## src/rtl/spi_master_param_if.sv

```systemverilog
// Command/response handshake and SPI pins of the parameterised SPI master.
// The master modport is the controller's view; the slave modport is the
// view of whatever drives commands and models the remote SPI device.
interface spi_master_param_if #(
  parameter int DATA_W = 8,
  parameter int NUM_SS = 4
);
  localparam int SEL_W = (NUM_SS > 1) ? $clog2(NUM_SS) : 1;

  logic              tx_valid;
  logic              tx_ready;
  logic [DATA_W-1:0] tx_data;
  logic [SEL_W-1:0]  tx_ss_sel;
  logic              cpol;
  logic              cpha;
  logic              lsb_first;
  logic              abort;
  logic              rx_valid;
  logic [DATA_W-1:0] rx_data;
  logic              busy;
  logic              spi_MISO;
  logic              spi_MOSI;
  logic              spi_SCLK;
  logic [NUM_SS-1:0] spi_SS_n;

  modport master (
    input  tx_valid, tx_data, tx_ss_sel, cpol, cpha, lsb_first, abort, spi_MISO,
    output tx_ready, rx_valid, rx_data, busy, spi_MOSI, spi_SCLK, spi_SS_n
  );

  modport slave (
    output tx_valid, tx_data, tx_ss_sel, cpol, cpha, lsb_first, abort, spi_MISO,
    input  tx_ready, rx_valid, rx_data, busy, spi_MOSI, spi_SCLK, spi_SS_n
  );
endinterface

```

## src/rtl/spi_master_param.sv

```systemverilog
// Parameterised SPI master: one command in, one DATA_W-bit full-duplex
// transfer out, with per-transfer CPOL/CPHA/bit order and cancel.
// All pin-level outputs come straight from flops.
module spi_master_param #(
  parameter int DATA_W  = 8,
  parameter int NUM_SS  = 4,
  parameter int CLK_DIV = 4
) (
  input  logic               clk_clk,
  input  logic               reset_reset_n,
  spi_master_param_if.master bus
);
  localparam int SEL_W  = (NUM_SS > 1) ? $clog2(NUM_SS) : 1;
  localparam int DIV_W  = $clog2(CLK_DIV);
  localparam int EDGE_W = $clog2(2 * DATA_W + 1);
  localparam logic [EDGE_W-1:0] LAST_EDGE = EDGE_W'(2 * DATA_W);
  localparam logic [DIV_W-1:0]  DIV_LAST  = DIV_W'(CLK_DIV - 1);

  typedef enum logic [1:0] {IDLE = 2'd0, SETUP = 2'd1, XFER = 2'd2, HOLD = 2'd3} state_e;

  state_e              state_q, state_d;
  logic [DIV_W-1:0]    div_q, div_d;
  logic [EDGE_W-1:0]   edge_q, edge_d;
  logic [DATA_W-1:0]   word_q, word_d;
  logic [DATA_W-1:0]   rx_sh_q, rx_sh_d;
  logic [DATA_W-1:0]   rx_data_q, rx_data_d;
  logic                cpol_q, cpol_d, cpha_q, cpha_d, lsb_q, lsb_d;
  logic                rx_valid_q, rx_valid_d;
  logic                mosi_q, mosi_d, sclk_q, sclk_d;
  logic [NUM_SS-1:0]   ss_n_q, ss_n_d;

  logic [EDGE_W-1:0]   edge_num_s;
  logic [EDGE_W-1:0]   bit_idx_s;
  logic                odd_s, shift_edge_s, sample_edge_s, div_last_s;

  // Bit number idx of the word in transmission order (0 = first on the wire).
  function automatic logic pick_bit(input logic [DATA_W-1:0] word,
                                    input logic [EDGE_W-1:0] idx,
                                    input logic lsb);
    logic res;
    res = 1'b0;
    for (int i = 0; i < DATA_W; i++) begin
      if (int'(idx) == i) begin
        if (lsb) res = word[i];
        else     res = word[DATA_W-1-i];
      end else begin
        res = res;
      end
    end
    return res;
  endfunction

  // One-cold select pattern; an out-of-range index selects nobody.
  function automatic logic [NUM_SS-1:0] ss_decode(input logic [SEL_W-1:0] sel);
    logic [NUM_SS-1:0] res;
    res = '1;
    for (int i = 0; i < NUM_SS; i++) begin
      if (int'(sel) == i) res[i] = 1'b0;
      else                res[i] = 1'b1;
    end
    return res;
  endfunction

  // Edge bookkeeping: edge_num_s is the SCLK edge produced when the divider wraps.
  assign edge_num_s    = edge_q + EDGE_W'(1);
  assign odd_s         = edge_num_s[0];
  assign bit_idx_s     = edge_num_s >> 1;
  assign shift_edge_s  = cpha_q ? odd_s : (!odd_s && (edge_num_s != LAST_EDGE));
  assign sample_edge_s = cpha_q ? !odd_s : odd_s;
  assign div_last_s    = (div_q == DIV_LAST);

  assign bus.tx_ready = (state_q == IDLE);
  assign bus.busy     = (state_q != IDLE);
  assign bus.rx_valid = rx_valid_q;
  assign bus.rx_data  = rx_data_q;
  assign bus.spi_MOSI = mosi_q;
  assign bus.spi_SCLK = sclk_q;
  assign bus.spi_SS_n = ss_n_q;

  // State register.
  always_ff @(posedge clk_clk or negedge reset_reset_n) begin
    if (!reset_reset_n) state_q <= IDLE;
    else                state_q <= state_d;
  end

  // Next-state logic; abort beats any divider wrap in the busy states.
  always_comb begin
    state_d = state_q;
    case (state_q)
      IDLE: begin
        if (bus.tx_valid) state_d = SETUP;
        else              state_d = IDLE;
      end
      SETUP: begin
        if (bus.abort)       state_d = IDLE;
        else if (div_last_s) state_d = XFER;
        else                 state_d = SETUP;
      end
      XFER: begin
        if (bus.abort)                                     state_d = IDLE;
        else if (div_last_s && (edge_num_s == LAST_EDGE))  state_d = HOLD;
        else                                               state_d = XFER;
      end
      HOLD: begin
        if (bus.abort)       state_d = IDLE;
        else if (div_last_s) state_d = IDLE;
        else                 state_d = HOLD;
      end
      default: state_d = IDLE;
    endcase
  end

  // Output/datapath next values: latch command, generate edges, shift data.
  always_comb begin
    div_d      = div_q;
    edge_d     = edge_q;
    word_d     = word_q;
    rx_sh_d    = rx_sh_q;
    rx_data_d  = rx_data_q;
    cpol_d     = cpol_q;
    cpha_d     = cpha_q;
    lsb_d      = lsb_q;
    rx_valid_d = 1'b0;
    mosi_d     = mosi_q;
    sclk_d     = sclk_q;
    ss_n_d     = ss_n_q;
    case (state_q)
      IDLE: begin
        if (bus.tx_valid) begin
          word_d  = bus.tx_data;
          cpol_d  = bus.cpol;
          cpha_d  = bus.cpha;
          lsb_d   = bus.lsb_first;
          div_d   = '0;
          edge_d  = '0;
          rx_sh_d = '0;
          sclk_d  = bus.cpol;
          ss_n_d  = ss_decode(bus.tx_ss_sel);
          // CPHA=0 needs the first bit on the wire before the first edge.
          if (bus.cpha) mosi_d = 1'b0;
          else          mosi_d = pick_bit(bus.tx_data, EDGE_W'(0), bus.lsb_first);
        end else begin
          sclk_d = cpol_q;
          ss_n_d = '1;
        end
      end
      SETUP, XFER: begin
        if (bus.abort) begin
          div_d  = '0;
          sclk_d = cpol_q;
          ss_n_d = '1;
        end else if (div_last_s) begin
          div_d  = '0;
          edge_d = edge_num_s;
          sclk_d = ~sclk_q;
          if (shift_edge_s) mosi_d = pick_bit(word_q, bit_idx_s, lsb_q);
          else              mosi_d = mosi_q;
          if (sample_edge_s) begin
            if (lsb_q) rx_sh_d = {bus.spi_MISO, rx_sh_q[DATA_W-1:1]};
            else       rx_sh_d = {rx_sh_q[DATA_W-2:0], bus.spi_MISO};
          end else begin
            rx_sh_d = rx_sh_q;
          end
        end else begin
          div_d = div_q + DIV_W'(1);
        end
      end
      HOLD: begin
        if (bus.abort) begin
          div_d  = '0;
          sclk_d = cpol_q;
          ss_n_d = '1;
        end else if (div_last_s) begin
          div_d      = '0;
          ss_n_d     = '1;
          rx_valid_d = 1'b1;
          rx_data_d  = rx_sh_q;
        end else begin
          div_d = div_q + DIV_W'(1);
        end
      end
      default: begin
        div_d  = '0;
        sclk_d = cpol_q;
        ss_n_d = '1;
      end
    endcase
  end

  // Datapath and pin registers; reset releases every select immediately.
  always_ff @(posedge clk_clk or negedge reset_reset_n) begin
    if (!reset_reset_n) begin
      div_q      <= '0;
      edge_q     <= '0;
      word_q     <= '0;
      rx_sh_q    <= '0;
      rx_data_q  <= '0;
      cpol_q     <= 1'b0;
      cpha_q     <= 1'b0;
      lsb_q      <= 1'b0;
      rx_valid_q <= 1'b0;
      mosi_q     <= 1'b0;
      sclk_q     <= 1'b0;
      ss_n_q     <= '1;
    end else begin
      div_q      <= div_d;
      edge_q     <= edge_d;
      word_q     <= word_d;
      rx_sh_q    <= rx_sh_d;
      rx_data_q  <= rx_data_d;
      cpol_q     <= cpol_d;
      cpha_q     <= cpha_d;
      lsb_q      <= lsb_d;
      rx_valid_q <= rx_valid_d;
      mosi_q     <= mosi_d;
      sclk_q     <= sclk_d;
      ss_n_q     <= ss_n_d;
    end
  end
endmodule

```

## src/flat_wrapper.sv

```systemverilog
// flat-port wrapper written by rule: the top's interface ports become plain ports
module spi_master_param_flat 
#(
  parameter int DATA_W  = 8,
  parameter int NUM_SS  = 4,
  parameter int CLK_DIV = 4
)
  (clk_clk, reset_reset_n, bus_tx_valid, bus_tx_data, bus_tx_ss_sel, bus_cpol, bus_cpha, bus_lsb_first, bus_abort, bus_spi_MISO, bus_tx_ready, bus_rx_valid, bus_rx_data, bus_busy, bus_spi_MOSI, bus_spi_SCLK, bus_spi_SS_n);
  spi_master_param_if #(.DATA_W(DATA_W), .NUM_SS(NUM_SS)) bus_i ();
  input  logic clk_clk;
  input  logic reset_reset_n;
  input wire logic [$bits(bus_i.tx_valid)-1:0] bus_tx_valid;
  input wire logic [$bits(bus_i.tx_data)-1:0] bus_tx_data;
  input wire logic [$bits(bus_i.tx_ss_sel)-1:0] bus_tx_ss_sel;
  input wire logic [$bits(bus_i.cpol)-1:0] bus_cpol;
  input wire logic [$bits(bus_i.cpha)-1:0] bus_cpha;
  input wire logic [$bits(bus_i.lsb_first)-1:0] bus_lsb_first;
  input wire logic [$bits(bus_i.abort)-1:0] bus_abort;
  input wire logic [$bits(bus_i.spi_MISO)-1:0] bus_spi_MISO;
  output wire logic [$bits(bus_i.tx_ready)-1:0] bus_tx_ready;
  output wire logic [$bits(bus_i.rx_valid)-1:0] bus_rx_valid;
  output wire logic [$bits(bus_i.rx_data)-1:0] bus_rx_data;
  output wire logic [$bits(bus_i.busy)-1:0] bus_busy;
  output wire logic [$bits(bus_i.spi_MOSI)-1:0] bus_spi_MOSI;
  output wire logic [$bits(bus_i.spi_SCLK)-1:0] bus_spi_SCLK;
  output wire logic [$bits(bus_i.spi_SS_n)-1:0] bus_spi_SS_n;
  assign bus_i.tx_valid = bus_tx_valid;
  assign bus_i.tx_data = bus_tx_data;
  assign bus_i.tx_ss_sel = bus_tx_ss_sel;
  assign bus_i.cpol = bus_cpol;
  assign bus_i.cpha = bus_cpha;
  assign bus_i.lsb_first = bus_lsb_first;
  assign bus_i.abort = bus_abort;
  assign bus_i.spi_MISO = bus_spi_MISO;
  assign bus_tx_ready = bus_i.tx_ready;
  assign bus_rx_valid = bus_i.rx_valid;
  assign bus_rx_data = bus_i.rx_data;
  assign bus_busy = bus_i.busy;
  assign bus_spi_MOSI = bus_i.spi_MOSI;
  assign bus_spi_SCLK = bus_i.spi_SCLK;
  assign bus_spi_SS_n = bus_i.spi_SS_n;
  spi_master_param #(.DATA_W(DATA_W), .NUM_SS(NUM_SS), .CLK_DIV(CLK_DIV)) u_core (.clk_clk(clk_clk), .reset_reset_n(reset_reset_n), .bus(bus_i));
endmodule
```

## config.mk

```make
export PLATFORM = sky130hd
export DESIGN_NAME = spi_master_param_flat
export DESIGN_NICKNAME = d
export VERILOG_FILES = /design/src/rtl/spi_master_param_if.sv /design/src/rtl/spi_master_param.sv /design/src/flat_wrapper.sv
export SDC_FILE = /design/constraint.sdc
export NUM_CORES = 1
export LEC_CHECK = 0
export ABC_CLOCK_PERIOD_IN_PS = 6250
export CAP_MARGIN = 20
export CORE_ASPECT_RATIO = 0.8
export CORE_MARGIN = 2
export CORE_UTILIZATION = 30
export DETAILED_ROUTE_END_ITERATION = 8
export PLACE_DENSITY = 0.48
export SETUP_SLACK_MARGIN = 0.02
export SYNTH_ARGS = -nofsm -noshare
export SYNTH_HDL_FRONTEND = slang
export SYNTH_SLANG_ARGS = --single-unit
```

## constraint.sdc

```tcl
create_clock -name clk_clk -period 6.25 [get_ports clk_clk]
set_input_delay 0.625 -clock clk_clk [delete_from_list [all_inputs] [get_ports clk_clk]]
set_output_delay 0.625 -clock clk_clk [all_outputs]
set_load 0.01 [all_outputs]
```

Word-level counts from Yosys, hierarchy flattened
Cells that the tools add are included.
- add/subtract/negate cells: 2
- eq/ne operators: 25
- muxes and demuxes: 64
- bitwise gates (word level): 2
- reductions and logical operators: 17
- operators by type and width (operator ; count):
    $mux 8 ; 5
    $mux 1 ; 37
    $eq 4x4->1 const B ; 4
    $mux 2 ; 8
    $mux 4 ; 4
    $pmux 8 s2 ; 1
    $mux 5 ; 3
    $pmux 4 s3 ; 1
    $eq 2x2->1 const B ; 5
    $pmux 5 s2 ; 1
    $reduce_and 5->1 ; 2
    $eq 4x3->1 const B ; 2
    $ne 2x2->1 const B ; 4
    $pmux 2 s4 ; 1
    $ne 2x1->1 const B ; 3
    $ne 3x2->1 const B ; 2
    $reduce_and 2->1 ; 3
    $add 5x1->5 const B ; 1
    $eq 5x5->1 const B ; 1
    $logic_not 5->1 ; 1
    $ne 5x5->1 const B ; 1
    $eq 2x1->1 const B ; 2
    $eq 4x2->1 const B ; 1
    $logic_not 2->1 ; 2
    12 further kinds ; 15
- flip-flop bits (word level): 43
- bits of input ports: 18

Logic depth before layout (Yosys ltp)
Gate-level depths: netlist (run 1).
- depth after elaboration: 14
- depth in mapped cells: 9
- gate-level depth less buffers: 8

Worst setup path after synthesis (run 1)
Ideal clock, no wire load.
- kind: register to register
- start: register u_core.edge_q[1]
- end: register u_core.mosi_q, in the netlist u_core.bus.spi_MOSI
- library setup time: 0.125 ns
- data arrival time: 1.900 ns
- setup slack: 4.225 ns
- cell stages (with the launch flop): 8
- clock period less this slack: 2.025 ns
- cell sequence: dfrtp_1 > ha_1 > xnor2_4 > nor2b_1 > a2111oi_2 > a31oi_1 > a31o_1 > mux2_4
- word-level cells in the longest chain between the ends: 14
- elaborated cells between the ends (all ways): 26
- ends and longest elaborated chain (what ; RTL line ; source):
    from (decl) ; spi_master_param.sv:23 ; logic [EDGE_W-1:0] edge_q, edge_d;
    from (signal assigned) ; spi_master_param.sv:207 ; edge_q <= edge_d;
    $add 5x1->5 * ; spi_master_param.sv:65 ; assign edge_num_s = edge_q + EDGE_W'(1);
    $logic_not 5->1 ; spi_master_param.sv:43 ; if (int'(idx) == i) begin
    $mux 1 (8 in series) ; spi_master_param.sv:43 ;
    $mux 1 ; spi_master_param.sv:156 ; if (shift_edge_s) mosi_d = pick_bit(word_q, bit_idx_s, lsb_q);
    $mux 1 ; spi_master_param.sv:152 ; end else if (div_last_s) begin
    $mux 1 ; spi_master_param.sv:148 ; if (bus.abort) begin
    $pmux 1 s2 ; spi_master_param.sv:127 ; case (state_q)
    to (signal assigned) ; spi_master_param.sv:215 ; mosi_q <= mosi_d;
    to (decl) ; spi_master_param.sv:29 ; logic mosi_q, mosi_d, sclk_q, sclk_d;
Mark *: on every way between the ends. The rest lies on a longest branch, timed or not. The select of a mux whose other input is x is not followed.
A chain may end at the register's enable or synchronous reset.

Final worst setup path (run 1)
- start: register u_core.edge_q[0]
- end: register u_core.mosi_q, in the netlist u_core.bus.spi_MOSI
The elaborated chain is that of the path after synthesis.

==> results of run 1 <==
==> state kept, by name, summed over array words and instances (netlist names), 2 cells and up <==
signal,flops
u_core.bus.rx_data,8
u_core.bus.spi_SS_n,4
u_core.div_q,2
u_core.edge_q,5
u_core.rx_sh_q,8
u_core.state_q,2
u_core.word_q,8
==> through the flow <==
stage | util | worst slack [ns] | total power, mW | instance area, µm²
final | 0.381 | 3.90 | 0.747 | 2810
after floorplan | - | 4.23 | 0.474 | 2260
after global placement | 0.363 | 3.68 | 0.534 | 2670
after detailed placement | 0.363 | 3.62 | 0.536 | 2670
after CTS | 0.379 | 3.83 | 0.760 | 2790
after global routing | 0.381 | 3.59 | 0.800 | 2810
==> logic make-up after synthesis <==
logic type / after synthesis / synth area share
flip-flops: 43 / 0.478
XOR/XNOR: 3 / 0.0199
multiplexers: 28 / 0.137
AND/OR/NAND/NOR: 86 / 0.170
AO/OA/AOI/OAI: 41 / 0.127
buffers and inverters: 16 / 0.0282
adder cells (fa/ha/maj): 7 / 0.0388
==> worst max path at each step <==
stage | start | end | slack [ns] | cells past startpoint
CTS | u_core.state_q[1]$_DFF_PN0_ | u_core.rx_sh_q[2]$_DFFE_PN0P_ | 3.83 | 6
global placement | bus_abort | u_core.rx_sh_q[0]$_DFFE_PN0P_ | 3.68 | 7
detailed placement | bus_abort | u_core.rx_sh_q[2]$_DFFE_PN0P_ | 3.62 | 7
floorplan | u_core.edge_q[1]$_DFFE_PN0P_ | u_core.bus.spi_MOSI$_DFFE_PN0P_ | 4.23 | 7
global route | u_core.state_q[0]$_DFF_PN0_ | u_core.rx_sh_q[2]$_DFFE_PN0P_ | 3.59 | 6
finish | u_core.edge_q[0]$_DFFE_PN0P_ | u_core.bus.spi_MOSI$_DFFE_PN0P_ | 3.90 | 7
==> power groups by stage <==
stage / sequential [mW] / clock, mW / combinational (mW)
finish: 0.349 / 0.217 / 0.181
CTS: 0.349 / 0.228 / 0.183
global route: 0.354 / 0.242 / 0.204
floorplan: 0.336 / 0 / 0.137
global placement: 0.354 / 0 / 0.180
detailed placement: 0.354 / 0 / 0.182
==> placed cells by master, fill, tap and decap left out, types with 2 or more instances in the layout <==
cell                              synthesis  routed
sky130_fd_sc_hd__nand3_1                  5       5
sky130_fd_sc_hd__ha_1                     7       7
sky130_fd_sc_hd__clkdlybuf4s50_1          0      33
sky130_fd_sc_hd__a22o_1                   2       2
sky130_fd_sc_hd__nor3_1                   4       4
sky130_fd_sc_hd__a31oi_1                  6       6
sky130_fd_sc_hd__a21oi_1                  5       5
sky130_fd_sc_hd__nor2b_1                  4       4
sky130_fd_sc_hd__xor2_1                   2       2
sky130_fd_sc_hd__mux2i_1                  7       7
sky130_fd_sc_hd__and3_1                   2       2
sky130_fd_sc_hd__nand2b_1                 2       2
sky130_fd_sc_hd__dfstp_2                  4       4
sky130_fd_sc_hd__nor2_1                   8       8
sky130_fd_sc_hd__nand3b_1                 2       2
sky130_fd_sc_hd__a211oi_1                 2       2
sky130_fd_sc_hd__inv_1                    7       7
sky130_fd_sc_hd__dfrtp_1                 39      39
sky130_fd_sc_hd__mux2_2                  20      20
sky130_fd_sc_hd__clkbuf_8                 0       5
sky130_fd_sc_hd__o41ai_1                  2       2
sky130_fd_sc_hd__nand2_1                 53      53
sky130_fd_sc_hd__a21o_1                   2       2
sky130_fd_sc_hd__o21ai_0                 15      15
==> layout make-up <==
type                            count  area share
Clock inverter                      3      0.0156
Tap cell                           90      0.0401
Clock buffer                        5      0.0245
Sequential cell                    43       0.385
Inverter                            8      0.0107
Multi-Input combinational cell    165       0.397
Timing Repair Buffer               35       0.127
==> routing by layer <==
metal | up-vias | wire (µm) | track usage
met2 | 23 | 1830 | 0.163
li1 | 845 | - | -
met1 | 767 | 2670 | 0.199
met5 | - | 0 | 0
met4 | 0 | 57 | 0.0446
met3 | 4 | 157 | 0.0289
==> impl_results.md, run 1 <==
- Status: finished, final reports clean
- Most repeated cell in the gate-level netlist after synthesis: sky130_fd_sc_hd__nand2_1
- Post-CTS Setup Repair Bufs: 0
- Least-Margin Pin Slew: 0.753 ns
- Share of Yosys cell area claimed by the top area cell type: 0.432
- Share of power burned in registers: 0.467
- Number of diodes added for antenna fixing: 0
- Total area of sequential cells: 1080 µm²
- Power density over the cells: 266 nW/µm²
- Total global routing track utilization: 0.126
- Number of synthesized register bits: 43
- Placeable Area: 7360 µm²
- Number of input and output port buffers inserted: 34
- Number of inserted filler cells in the final layout: 748
- Horizontal extent of the die: 101 µm
- Clock buffer count from CTS: 5
- Die ar.: 8250 µm²
- Overflow after GRT: 0
- Crit path required time: 6.43 ns
- Largest net degree at the start of global routing: 44
- Initial Utilization: 0.307
- Vert. Die Dim: 81.6 µm
- Cell row count: 28
- Placed Cells incl. Taps: 340
- Accumulated negative setup slack: 0 ns
- Total of hold buffers inserted after clock tree synthesis: 0
- Sinks on Clock Net: 43
- H-tree depth: 2
- Routed vias: 1639
- Footprint of the multi-input gates: 1110 µm²
- Final Cycle Share: 0.376
- Data arrival time of the critical path: 2.53 ns
- Sequential area share after synthesis: 0.478
- Number of hold violations in the final report: 0
- Peak supply drop: 0.104 mV
- Share of power burned in combinational logic: 0.243
- Antenna violations before repair: 0
- Maxcap violations: 0
- Post-synthesis cell type count: 40
- Placer Congestion: 0.709
- Clock network fraction of design power: 0.290
- Worst slew margin: 0.498
- Crit start category: flop
- Ordered list of cells on the worst path: ha_1, xnor2_4, nor2b_1, a2111oi_2, a31oi_1, a31o_1, mux2_4
- CTS-repair resized insts: 0
- Post-synth net total: 249
- Remaining number of nets flagged by the antenna check after routing: 0
- Worst-path maximum fanout: 9
- WP buf/inv: 0
- Number of nets in the layout: 283
- LEAKAGE: 1.24 nW
- Async S/R FF share, synth: 1.00
- Register-to-register setup slack: 3.90 ns
- Reg2reg start: u_core.edge_q[0]$_DFFE_PN0P_
- Design internal power: 522 µW
- Total routed wirelength: 4710 µm
- Synthesized area: 2260 µm²
- Largest area contributor in the synthesized netlist: sky130_fd_sc_hd__dfrtp_1
- Predominant post-synthesis flop cell: sky130_fd_sc_hd__dfrtp_1
- Initial DRC count: 114
- Final-layout worst hold slack: 0.218 ns
- Post-synthesis cell count: 224
- Worst path max stage delay: 0.49 ns
- Via count of the first global-routing pass: 1516
- Worst Skew: 0.0119 ns
- Worst R2R Path Depth: 7
- Crit end category: flop
- Capture instance of the worst register-to-register path: u_core.bus.spi_MOSI$_DFFE_PN0P_
- Net switching share of the total power: 0.301
- Main area contributors after synthesis: sky130_fd_sc_hd__dfrtp_1 (43%), sky130_fd_sc_hd__mux2_2 (10%), sky130_fd_sc_hd__nand2_1 (8.8%)
- Detailed-route vias per instance: 4.70
- Fraction of layout instances using a drive strength above 1: 0.154
- Global-route wire length before repair: 7980 µm
- DR WL/cell: 13.5 µm
- Clock latency on the worst-skew pair: 0.30 ns
- Clock tree root buffer cell: sky130_fd_sc_hd__clkbuf_8
- Yosys Warn Count: 0
- Fmax: 425 MHz
- Layout-stage area growth over the synthesis result: 24.2%
- Mean cell area of the mapped netlist: 10.1 µm²
- Switching component of the power: 225 µW
- Worst hold path class: input pin to asynchronous set/reset pin
- Total half-perimeter wirelength after legalization and detailed placement: 3390 µm
- Slew Limit Fails: 0
- Time the final worst path needs with I/O delays and setup: 2.35 ns
- TritonCTS clock tree: built
- Boundary Pins: 35
- Setup violators final: 0
- Critical Path Slowest Stage Cell: sky130_fd_sc_hd__dfrtp_1
- Setup Crit Path Kind: flop to flop
- DRC violations left: 0
- Top Family by Delay on Critical Path: compound AO/OA/AOI/OAI gates
- Final standard cell count with taps included and fillers excluded: 349
- 1st-pass router iterations: 4
- Number of flops mapped to enable cells by yosys: 0
- Top cell types by occurrence after synthesis: sky130_fd_sc_hd__nand2_1 (53), sky130_fd_sc_hd__dfrtp_1 (39), sky130_fd_sc_hd__mux2_2 (20)
- Worst-path clk slew: 0.08 ns
- Unrepaired setup endpoints after global routing: no
- Worst-case clock buffer depth: 2
No activity file was read; power rests on OpenSTA's default activity.
==> run 2: changes to the inputs <==
ABC_CLOCK_PERIOD_IN_PS = 1900   (was 6250)
PLACE_DENSITY = 0.49   (was 0.48)
clock period = 1.9 ns   (was 6.25 ns; I/O delays follow)
==> impl_results.md, run 2 (synthesis results as in run 1) <==
- Status: finished, final reports clean
- Met2 Use GR: 0.197 (+0.0340)
- Fmax: 547 MHz (+29%)
- Overflow after GRT: 0 (unchanged)
- WP buf/inv: 0 (unchanged)
- Cell row count: 28 (unchanged)
- Fraction of layout instances using a drive strength above 1: 0.252 (+0.0973)
- Least-Margin Pin Slew: 0.526 ns (-0.227 ns)
- Count of cell instances traversed by the critical path: 6 (-1)
- Commonest cells after routing, fill and taps aside: sky130_fd_sc_hd__nand2_1 (53), sky130_fd_sc_hd__dfrtp_1 (36), sky130_fd_sc_hd__clkdlybuf4s50_1 (31)
- Ordered list of cells on the worst path: ha_4, xnor2_4, a2111oi_4, o41ai_1, a31o_1, mux2_4
- Vert. Die Dim: 81.6 µm (unchanged)
- Crit start category: flop
- Die ar.: 8250 µm² (unchanged)
- Time the final worst path needs with I/O delays and setup: 1.83 ns (-0.524 ns)
- Power density over the cells: 862 nW/µm² (+220%)
- Worst slew margin: 0.649 (+0.151)
- Sinks on Clock Net: 43 (unchanged)
- Reg2reg start: u_core.edge_q[1]$_DFFE_PN0P_
- DR WL/cell: 13.3 µm (-1.3%)
- Worst-case clock buffer depth: 2 (unchanged)
- Final Cycle Share: 0.962 (+0.586)
- Accumulated negative setup slack: 0 ns (unchanged)
- Most Crowded Layer GR: met2
- Clock tree root buffer cell: sky130_fd_sc_hd__clkbuf_8
- LEAKAGE: 1.39 nW (+12%)
- Initial Utilization: 0.307 (unchanged)
- Total global routing track utilization: 0.128 (+0.00208)
- Global-route wire length before repair: 8440 µm (+5.8%)
- Clock buffer count from CTS: 5 (unchanged)
- Top Family by Delay on Critical Path: compound AO/OA/AOI/OAI gates
- 1st-pass router iterations: 4 (unchanged)
- Worst R2R Path Depth: 6 (-1)
- Remaining number of nets flagged by the antenna check after routing: 0 (unchanged)
- Critical Path Slowest Stage Cell: sky130_fd_sc_hd__dfrtp_2
- Met3 track utilization from global routing: 0.0306 (+0.00170)
- Final-layout worst hold slack: 0.392 ns (+0.174 ns)
- Worst-path clk slew: 0.09 ns (about the same)
- H-tree depth: 2 (unchanged)
- Via count of the first global-routing pass: 1730 (+14%)
- Boundary Pins: 35 (unchanged)
- Setup Crit Path Kind: flop to flop
- Worst Skew: 0.0144 ns (+0.00250 ns)
- Met1 GRT Util: 0.184 (-0.0156)
- Clock latency on the worst-skew pair: 0.30 ns (about the same)
- Placeable Area: 7360 µm² (unchanged)
- Share of the core filled with cells in the final layout: 0.418 (+0.0369)
- Routed vias: 1777 (+8.4%)
- Total routed wirelength: 5010 µm (+6.4%)
- Peak supply drop: 0.441 mV (+330%)
- Horizontal extent of the die: 101 µm (unchanged)
- Placer Congestion: 0.803 (+13%)
- Slew Limit Fails: 0 (unchanged)
- Layout-stage area growth over the synthesis result: 36.2%
- Antenna violations before repair: 0 (unchanged)
- Crit path required time: 2.08 ns (-4.35 ns)
- TritonCTS clock tree: built
- Number of nets in the layout: 310 (+9.5%)
- Number of hold violations in the final report: 0 (unchanged)
- Unrepaired setup endpoints after global routing: yes
- Largest net degree at the start of global routing: 23 (-48%)
- Initial DRC count: 73 (-36%)
- Worst path max stage delay: 0.45 ns (-0.04 ns)
- Critical path origin: u_core.edge_q[1]$_DFFE_PN0P_
- Worst hold path class: input pin to asynchronous set/reset pin
- Number of input and output port buffers inserted: 34 (unchanged)
- Maxcap violations: 0 (unchanged)
- Crit end category: flop
- DRC violations left: 0 (unchanged)
- Most common library cell in the layout ignoring fill and taps: sky130_fd_sc_hd__nand2_1
- Setup violators final: 0 (unchanged)
- Number of diodes added for antenna fixing: 0 (unchanged)
- Total half-perimeter wirelength after legalization and detailed placement: 3560 µm (+5.2%)
- Data arrival time of the critical path: 2.01 ns (-0.52 ns)
- Detailed-route vias per instance: 4.73 (+0.63%)
- Worst-path maximum fanout: 6 (-3)
-- run 2: cell types whose count changed in the layout (fill, tap and decap cells not counted), moves of 2 or more --
cell	previous run	this run
sky130_fd_sc_hd__dlymetal6s2s_1	0	2
sky130_fd_sc_hd__clkdlybuf4s50_1	33	31
sky130_fd_sc_hd__dfrtp_2	0	3
sky130_fd_sc_hd__buf_4	0	25
sky130_fd_sc_hd__dfrtp_1	39	36
-- run 2: routing by layer --
layer | share of wire | wire [µm]
met5 | 0 | 0
met1 | 0.52 | 2600
met3 | 0.034 | 169
met4 | 0.0036 | 18
met2 | 0.44 | 2220
-- run 2: per-stage QoR --
stage | total power, mW | cells | instance area [µm²] | setup slack, ns
3_5_place_dp | 1.88 | 362 | 2860 | -0.0162
3_3_place_gp | 1.87 | 362 | 2860 | 0.0132
6_report | 2.65 | 376 | 3080 | 0.0718
2_1_floorplan | 1.58 | 224 | 2270 | 0.0230
5_1_grt | 2.82 | 376 | 3080 | -0.0244
4_1_cts | 2.64 | 373 | 3010 | 0.00281
-- run 2: path summary, 6_finish.rpt --
path                       slack (ns)                            endpoint
setup / recovery                 0.07     u_core.bus.spi_MOSI$_DFFE_PN0P_
hold reg to reg                  0.48   u_core.bus.rx_data[7]$_DFFE_PN0P_
hold / removal                   0.39   u_core.bus.rx_data[3]$_DFFE_PN0P_
min in group clk_clk             0.48   u_core.bus.rx_data[7]$_DFFE_PN0P_
max in group asynchronous        0.87  u_core.bus.spi_SS_n[0]$_DFFE_PN1P_
setup reg to reg                 0.07     u_core.bus.spi_MOSI$_DFFE_PN0P_
-- run 2: power breakdown --
part | switching, mW | total, mW | internal, mW | leakage, nW
combinational | 0.367 | 0.805 | 0.438 | 0.777
sequential | 0.0991 | 1.12 | 1.02 | 0.550
clock | 0.335 | 0.727 | 0.392 | 0.0581
-- run 2: area by class of cell --
type	instances	area, µm²
repair buffers	61	558
clock inverters	3	43.8
flip-flops and latches	43	1080
clock buffers	5	68.8
well taps	90	113
multi-input cells	166	1180
fillers	722	4280
inverters	8	30.0
-- run 2: worst register-to-register path, delay by kind of cell, from the launching register on --
family          cells  cell delay [ns]
flops               1             0.45
xor+xnor            1             0.19
fa+ha+maj           1             0.22
mux                 1             0.25
compound gates      3             0.62
-- run 2: timing repair --
item,4_1_cts,5_1_grt
setup buffers,1,3
pin swaps,1,2
hold endpoints to repair,17,0
gates cloned,1,0
hold buffers,1,0
endpoints found under the setup margin,2,6
gates resized for setup,2,9
